### src/rtl/mdu_ctrl_pkg.sv
//------------------------------------------------------------------------------
// Module      : mdu_ctrl_pkg
// Description : Shared types and helpers for the RV32M multiply/divide unit.
// Revision    : 1.0 - initial release
//------------------------------------------------------------------------------
`default_nettype none

package mdu_ctrl_pkg;

  localparam int MDU_XLEN = 32;

  typedef enum logic [2:0] {
    MUL    = 3'b000,
    MULH   = 3'b001,
    MULHSU = 3'b010,
    MULHU  = 3'b011,
    DIV    = 3'b100,
    DIVU   = 3'b101,
    REM    = 3'b110,
    REMU   = 3'b111
  } mdu_op_e;

  // State literals carry a prefix because MUL/DIV are already op names.
  typedef enum logic [1:0] {
    ST_IDLE = 2'd0,
    ST_MUL  = 2'd1,
    ST_DIV  = 2'd2,
    ST_DONE = 2'd3
  } mdu_state_e;

  function automatic logic op_is_div(input mdu_op_e op);
    return op[2];
  endfunction

  function automatic logic op_is_signed_div(input mdu_op_e op);
    return (op == DIV) || (op == REM);
  endfunction

endpackage

`default_nettype wire

### src/rtl/mdu_div_core.sv
//------------------------------------------------------------------------------
// Module      : mdu_div_core
// Description : Unsigned restoring divider datapath, one quotient bit per step.
// Revision    : 1.0 - initial release
//------------------------------------------------------------------------------
`default_nettype none

module mdu_div_core
  import mdu_ctrl_pkg::*;
#(
  parameter int XLEN = MDU_XLEN
) (
  input  logic            clk,
  input  logic            rst,
  input  logic            load,
  input  logic            step,
  input  logic [XLEN-1:0] dividend,
  input  logic [XLEN-1:0] divisor,
  output logic [XLEN-1:0] quot,
  output logic [XLEN-1:0] rem
);

  logic [XLEN-1:0] rem_q, rem_d;
  logic [XLEN-1:0] quot_q, quot_d;
  logic [XLEN-1:0] dvs_q, dvs_d;
  logic [XLEN:0]   shifted;
  logic [XLEN:0]   diff;

  // quot_q doubles as the dividend shift register; its MSB feeds the remainder.
  always_comb begin
    shifted = {rem_q, quot_q[XLEN-1]};
    diff    = shifted - {1'b0, dvs_q};
    rem_d   = rem_q;
    quot_d  = quot_q;
    dvs_d   = dvs_q;
    if (load) begin
      rem_d  = '0;
      quot_d = dividend;
      dvs_d  = divisor;
    end else if (step) begin
      if (!diff[XLEN]) begin
        rem_d  = diff[XLEN-1:0];
        quot_d = {quot_q[XLEN-2:0], 1'b1};
      end else begin
        rem_d  = shifted[XLEN-1:0];
        quot_d = {quot_q[XLEN-2:0], 1'b0};
      end
    end
  end

  always_ff @(posedge clk) begin
    if (rst) begin
      rem_q  <= '0;
      quot_q <= '0;
      dvs_q  <= '0;
    end else begin
      rem_q  <= rem_d;
      quot_q <= quot_d;
      dvs_q  <= dvs_d;
    end
  end

  assign quot = quot_q;
  assign rem  = rem_q;

endmodule

`default_nettype wire

### src/rtl/mdu_ctrl.sv
//------------------------------------------------------------------------------
// Module      : mdu_ctrl
// Description : RV32M multiply/divide sequencer for the EX stage; stalls the
//               pipeline while busy and pulses the result for one cycle.
//               MDU_DIV_EARLY_OUT_EN: finish |dividend| < |divisor| in one cycle.
// Revision    : 1.0 - initial release
//------------------------------------------------------------------------------
`default_nettype none

module mdu_ctrl
  import mdu_ctrl_pkg::*;
#(
  parameter int XLEN    = MDU_XLEN,
  parameter int MUL_LAT = 2
) (
  input  logic            clk,
  input  logic            rst,
  input  logic            start,
  input  logic [2:0]      funct3,
  input  logic [XLEN-1:0] op_a,
  input  logic [XLEN-1:0] op_b,
  input  logic [4:0]      ex_rd,
  input  logic            flush,
  output logic            stall_mdu,
  output logic            res_valid,
  output logic [4:0]      res_rd,
  output logic [XLEN-1:0] result
);

  localparam int CNT_MAX = (XLEN > MUL_LAT) ? XLEN : MUL_LAT;
  localparam int CNT_W   = $clog2(CNT_MAX + 1);
  localparam logic [CNT_W-1:0] C_DIV_CNT = CNT_W'(XLEN - 1);
  localparam logic [CNT_W-1:0] C_MUL_CNT = CNT_W'(MUL_LAT - 1);
  localparam logic [CNT_W-1:0] C_ONE     = CNT_W'(1);
  localparam logic [XLEN-1:0]  C_MIN     = {1'b1, {(XLEN-1){1'b0}}};

  mdu_state_e       state_q, state_d;
  logic [CNT_W-1:0] cnt_q, cnt_d;
  mdu_op_e          op_q, op_d;
  logic [XLEN-1:0]  a_q, a_d, b_q, b_d;
  logic [4:0]       rd_q, rd_d;
  logic             spec_q, spec_d;
  logic [XLEN-1:0]  spec_res_q, spec_res_d;
  logic [XLEN-1:0]  result_q, result_d;
  logic [4:0]       res_rd_q, res_rd_d;

  mdu_op_e          in_op;
  logic             in_signed, in_rem, early_out;
  logic [XLEN-1:0]  mag_a, mag_b;
  logic             div_load, div_step;
  logic [XLEN-1:0]  div_quot, div_rem;
  logic [2*XLEN-1:0] mul_a, mul_b, prod;
  logic [XLEN-1:0]  mul_res, q_fix, r_fix, final_res;

  assign in_op     = mdu_op_e'(funct3);
  assign in_signed = op_is_signed_div(in_op);
  assign in_rem    = funct3[1];
  assign mag_a     = (in_signed && op_a[XLEN-1]) ? -op_a : op_a;
  assign mag_b     = (in_signed && op_b[XLEN-1]) ? -op_b : op_b;

`ifdef MDU_DIV_EARLY_OUT_EN
  assign early_out = (mag_a < mag_b);
`else
  assign early_out = 1'b0;
`endif

  mdu_div_core #(.XLEN(XLEN)) u_div_core (
    .clk      (clk),
    .rst      (rst),
    .load     (div_load),
    .step     (div_step),
    .dividend (mag_a),
    .divisor  (mag_b),
    .quot     (div_quot),
    .rem      (div_rem)
  );

  // Operands widened to 2*XLEN so the truncated product is exact for every variant.
  always_comb begin
    mul_a = {{XLEN{((op_q == MULH) || (op_q == MULHSU)) && a_q[XLEN-1]}}, a_q};
    mul_b = {{XLEN{(op_q == MULH) && b_q[XLEN-1]}}, b_q};
    prod  = mul_a * mul_b;
    mul_res = (op_q == MUL) ? prod[XLEN-1:0] : prod[2*XLEN-1:XLEN];
    q_fix = (op_is_signed_div(op_q) && (a_q[XLEN-1] ^ b_q[XLEN-1])) ? -div_quot : div_quot;
    r_fix = (op_is_signed_div(op_q) && a_q[XLEN-1]) ? -div_rem : div_rem;
    if (!op_is_div(op_q))  final_res = mul_res;
    else if (spec_q)       final_res = spec_res_q;
    else if (op_q[1])      final_res = r_fix;
    else                   final_res = q_fix;
  end

  always_comb begin
    state_d    = state_q;
    cnt_d      = cnt_q;
    op_d       = op_q;
    a_d        = a_q;
    b_d        = b_q;
    rd_d       = rd_q;
    spec_d     = spec_q;
    spec_res_d = spec_res_q;
    result_d   = result_q;
    res_rd_d   = res_rd_q;
    stall_mdu  = 1'b0;
    res_valid  = 1'b0;
    div_load   = 1'b0;
    div_step   = 1'b0;
    case (state_q)
      ST_IDLE: begin
        if (start && !flush) begin
          stall_mdu = 1'b1;
          op_d      = in_op;
          a_d       = op_a;
          b_d       = op_b;
          rd_d      = ex_rd;
          spec_d    = 1'b0;
          if (!funct3[2]) begin
            cnt_d   = C_MUL_CNT;
            state_d = (MUL_LAT == 1) ? ST_DONE : ST_MUL;
          end else begin
            div_load = 1'b1;
            cnt_d    = C_DIV_CNT;
            state_d  = ST_DONE;
            spec_d   = 1'b1;
            if (op_b == '0)
              spec_res_d = in_rem ? op_a : '1;
            else if (in_signed && (op_a == C_MIN) && (op_b == '1))
              spec_res_d = in_rem ? '0 : C_MIN;
            else if (early_out)
              spec_res_d = in_rem ? op_a : '0;
            else begin
              spec_d  = 1'b0;
              state_d = ST_DIV;
            end
          end
        end
      end
      // The start cycle is the first multiply busy cycle, so leave when one remains.
      ST_MUL: begin
        stall_mdu = 1'b1;
        cnt_d     = cnt_q - C_ONE;
        if (cnt_q <= C_ONE) state_d = ST_DONE;
      end
      ST_DIV: begin
        stall_mdu = 1'b1;
        div_step  = 1'b1;
        if (cnt_q == '0) state_d = ST_DONE;
        else             cnt_d   = cnt_q - C_ONE;
      end
      ST_DONE: begin
        res_valid = 1'b1;
        result_d  = final_res;
        res_rd_d  = rd_q;
        state_d   = ST_IDLE;
      end
      default: state_d = ST_IDLE;
    endcase
    if (flush) begin
      state_d   = ST_IDLE;
      stall_mdu = 1'b0;
      res_valid = 1'b0;
      div_step  = 1'b0;
      result_d  = result_q;
      res_rd_d  = res_rd_q;
    end
  end

  always_ff @(posedge clk) begin
    if (rst) begin
      state_q    <= ST_IDLE;
      cnt_q      <= '0;
      op_q       <= MUL;
      a_q        <= '0;
      b_q        <= '0;
      rd_q       <= '0;
      spec_q     <= 1'b0;
      spec_res_q <= '0;
      result_q   <= '0;
      res_rd_q   <= '0;
    end else begin
      state_q    <= state_d;
      cnt_q      <= cnt_d;
      op_q       <= op_d;
      a_q        <= a_d;
      b_q        <= b_d;
      rd_q       <= rd_d;
      spec_q     <= spec_d;
      spec_res_q <= spec_res_d;
      result_q   <= result_d;
      res_rd_q   <= res_rd_d;
    end
  end

  assign result = res_valid ? final_res : result_q;
  assign res_rd = res_valid ? rd_q : res_rd_q;

endmodule

`default_nettype wire
### config.mk
export PLATFORM = sky130hd
export DESIGN_NAME = mdu_ctrl
export DESIGN_NICKNAME = d
export VERILOG_FILES = /design/src/rtl/mdu_ctrl_pkg.sv /design/src/rtl/mdu_div_core.sv /design/src/rtl/mdu_ctrl.sv
export SDC_FILE = /design/constraint.sdc
export NUM_CORES = 2
export LEC_CHECK = 0
export CORE_MARGIN = 2
export CORE_UTILIZATION = 50
export CTS_CLUSTER_SIZE = 14
export DETAILED_ROUTE_END_ITERATION = 12
export DONT_BUFFER_PORTS = 1
export GPL_ROUTABILITY_DRIVEN = 0
export GPL_TIMING_DRIVEN = 0
export PLACE_DENSITY_LB_ADDON = 0.15
export SETUP_SLACK_MARGIN = 0.02
export SYNTH_ARGS = -nofsm -noshare
export SYNTH_HDL_FRONTEND = slang
export SYNTH_SLANG_ARGS = --single-unit
### constraint.sdc
create_clock -name clk -period 14.2 [get_ports clk]
set_clock_uncertainty 0.05 [all_clocks]
set_input_delay 2.13 -clock clk [delete_from_list [all_inputs] [get_ports clk]]
set_output_delay 2.13 -clock clk [all_outputs]
set_load 0.05 [all_outputs]
==> results.ini <==
[floorplan]
floorplan.initialDensity_pct = 50.3
ioPinCount = 115
die_area_um2 = 108000
core-area_um2 = 105000
dieHeight_um = 329
num_rows = 119
die_width_um = 329

[critical_path]
timing.critical_path.from_type = register
critical-path-max-stage-delay_ns = 0.94
critPathArrivalTime_ns = 11.86
timing.critical_path.fanout_max = 10
crit_path_most_repeated_cell = sky130_fd_sc_hd__fa_1
cp_top_family = adder cells
timing.critical_path.buf_inv = 9
worst-r2r-setup-slack_ns = 2.65
critical_path_class = register to output port
critPathRequiredTime_ns = 12.02
setup.worst_path.end_class = output port
critPathSlowestCell = sky130_fd_sc_hd__fa_2

[grt]
total_routing_usage_reported_by_global_routing_pct = 40.3
grt_antenna_before_repair = 31
global_route_wire_length_before_repair_mm = 314
grt.overflow.total = 0
first_global_vias = 46600
grt_max_degree = 25

[sta]
fmax_mhz = 71.2
report.final.hold_viol_count = 0
worst_slew_margin_rel_pct = 2.74
final_period_util_pct = 98.9
maxSlewViolCount = 0
layout_setup_ws_ns = 0.159
final_period_minus_worst_setup_slack_ns = 14.04
max_slew.worst_pin.slew_ns = 1.45
totalNegativeSetupSlack_ns = 0
finalSetupViolCount = 0
grt_setup_unrepaired = no

[flow_run]
cap_violations = 0

[synth]
synthXorXnorAreaFrac_pct = 3.54
synthesis.area_um2 = 52900
largest_area_contributor_in_the_netlist = sky130_fd_sc_hd__fa_1
ys.warnings.count = 0
count_of_flip_flops_with_a_built_in_enable_after_synthesis = 0
synth.avg_cell_area_um2 = 8.45
synth_top_family_by_area = adder cells
yosys.area_share.adder_pct = 48.7
ys_ff_latch = 246
synth_simple_gate_area_share_pct = 16.6
synth-compound-area-share_pct = 9.73
synthDominantCellAreaShare_pct = 42.6
synthesis.instances = 6259
netlist_top_cells_area = sky130_fd_sc_hd__fa_1 (43%), sky130_fd_sc_hd__dfxtp_1 (9.3%), sky130_fd_sc_hd__inv_1 (8.8%)
async_reset_ff_share_pct = 0
synth-main-ff-cell = sky130_fd_sc_hd__dfxtp_1
synth.lib_cells_used.distinct = 81
ys_seq_area_share_pct = 9.31
synth.mux.area_fraction_pct = 0.643
postSynthNetCount = 7719

[power_and_ir_drop]
power.density_nw_per_um2 = 47.8
power.leakage_nw = 24.8
vdd_ir_drop_max_v = 0.0000916
power_mw = 2.67

[route]
wl_per_cell_um = 27.7
vias_per_cell = 5.93
first_pass_iters = 9
drc_errors = 0
drt.antenna.violating_nets = 0
routed_wirelength_mm = 215
dr_total_vias = 45900
drtIter0Drc = 5218

[cts]
cts.clk_slew.worst_paths_ns = 0.07
clock_insertion_delay_at_the_later_pin_of_the_skew_report_ns = 0.57
htree_levels = 1
cts_tree = done
cts_sinks = 246
root_buffer = sky130_fd_sc_hd__clkbuf_16
cts_buffers = 27
clock_tree.buffer_depth = 3

[cells_and_area]
layout-area-overhead-vs-synth_pct = 5.62
drive_above_1_share_pct = 2.05
final_net_count = 7773

[placed_design]
portBuffers = 0
hpwl_after_detailed_placement_mm = 177
post-place-ws_ns = -0.369

[outcome]
status = finished clean

[hold_path]
holdCritPathClass = register to register

[tightest hold or removal path: cells and delay by family (launching register included)]
kind	cells	cell delay [ns]
DFF	1	0.31
and+or+nand+nor	1	0.05
AOI/OAI and AO/OA	1	0.05
[area by class of cell]
cell class              count  area [um^2]
fillers                 10100        49300
multi-input cells        4408        42000
flip-flops and latches    246         4920
inverters                1234         4640
well taps                1391         1740
plain buffers             371         1420
clock buffers              36          759
clock inverters            14          184
repair buffers             25          169
diodes                     13         32.5
[sequential cells by signal (all words and copies together), names as in the netlist, 2 cells and up]
signal            flops
u_div_core.dvs_q     32
u_div_core.quot      32
b_q                  32
state_q               2
op_q                  3
a_q                  32
result_q             32
rd_q                  5
cnt_q                 6
spec_res_q           32
u_div_core.rem       32
res_rd_q              5
[power breakdown]
part | leakage [nW] | internal [mW] | switching [mW]
Combinational | 22.3 | 0.350 | 0.780
Sequential | 2.00 | 0.717 | 0.0555
Clock | 0.467 | 0.449 | 0.320
[kinds of logic after synthesis]
kind of cell	count (synthesis)
adder cells (fa/ha/maj)	1384
AND/OR/NAND/NOR	1960
AO/OA/AOI/OAI	818
multiplexers	34
buffers and inverters	1605
flip-flops	246
XOR/XNOR	212
[path summary, 6_finish.rpt]
| path | end | startpoint | cells past startpoint |
|---|---|---|---|
| setup / recovery | result[29] | op_q[0] | 30 |
| setup reg to reg | result_q[31] | op_q[0] | 30 |
| hold / removal | spec_res_q[16] | spec_res_q[16] | 2 |
| hold reg to reg | spec_res_q[16] | spec_res_q[16] | 2 |
[stage by stage]
stage / hold WS [ns] / util [%] / area [um^2] / instances
detailed placement: 0.394 / 52.1 / 54800 / 7664
floorplan: 0.378 / - / 52900 / 6259
CTS: 0.403 / 53.0 / 55700 / 7714
global route: 0.424 / 53.1 / 55800 / 7731
global placement: 0.388 / 52.0 / 54600 / 7650
finish: 0.406 / 53.1 / 55900 / 7738
[synthesized netlist by cell type, drive strengths merged (37+ instances only)]
cell type  number
a21o           49
nand2        1141
nor3           48
and2          317
fa           1126
nand3          37
inv          1233
clkbuf        350
xnor2         116
a311oi         40
a211oi         56
nor2          242
o21ai         163
dfxtp         246
xor2           96
a21oi         319
ha            258
[metal layers]
metal / GRT usage, % / routed length (um)
met4: 22.9 / 16300
met2: 57.6 / 87800
met5: 0 / 393
met1: 51.3 / 78000
met3: 17.1 / 32200
[cell usage in the layout (no fill, tap or decap), types with 14 or more instances in the layout]
cell type / instances
sky130_fd_sc_hd__a211oi_1: 53
sky130_fd_sc_hd__a21o_1: 49
sky130_fd_sc_hd__a21oi_1: 317
sky130_fd_sc_hd__a311oi_1: 40
sky130_fd_sc_hd__a31oi_1: 24
sky130_fd_sc_hd__and2_1: 317
sky130_fd_sc_hd__and3_1: 19
sky130_fd_sc_hd__buf_1: 18
sky130_fd_sc_hd__buf_4: 18
sky130_fd_sc_hd__clkbuf_1: 349
sky130_fd_sc_hd__clkbuf_16: 27
sky130_fd_sc_hd__dfxtp_1: 246
sky130_fd_sc_hd__fa_1: 1124
sky130_fd_sc_hd__ha_1: 258
sky130_fd_sc_hd__inv_1: 1231
sky130_fd_sc_hd__mux2i_1: 34
sky130_fd_sc_hd__nand2_1: 1141
sky130_fd_sc_hd__nand2b_1: 16
sky130_fd_sc_hd__nand3_1: 37
sky130_fd_sc_hd__nand4_1: 23
sky130_fd_sc_hd__nor2_1: 241
sky130_fd_sc_hd__nor2b_1: 30
sky130_fd_sc_hd__nor3_1: 47
sky130_fd_sc_hd__nor4_1: 21
sky130_fd_sc_hd__o211ai_1: 16
sky130_fd_sc_hd__o21a_1: 14
sky130_fd_sc_hd__o21ai_0: 149
sky130_fd_sc_hd__o31ai_1: 26
sky130_fd_sc_hd__xnor2_1: 114
sky130_fd_sc_hd__xor2_1: 96
[what timing repair did]
action / CTS / global route
setup buffers: 0 / 11
endpoints found under the setup margin: 9 / 8
gates cloned: 0 / 0
endpoints found under the hold margin: 0 / 0
hold buffers: 0 / 0
resized for setup: 6 / 5
Power figures use the tool's default switching activity.
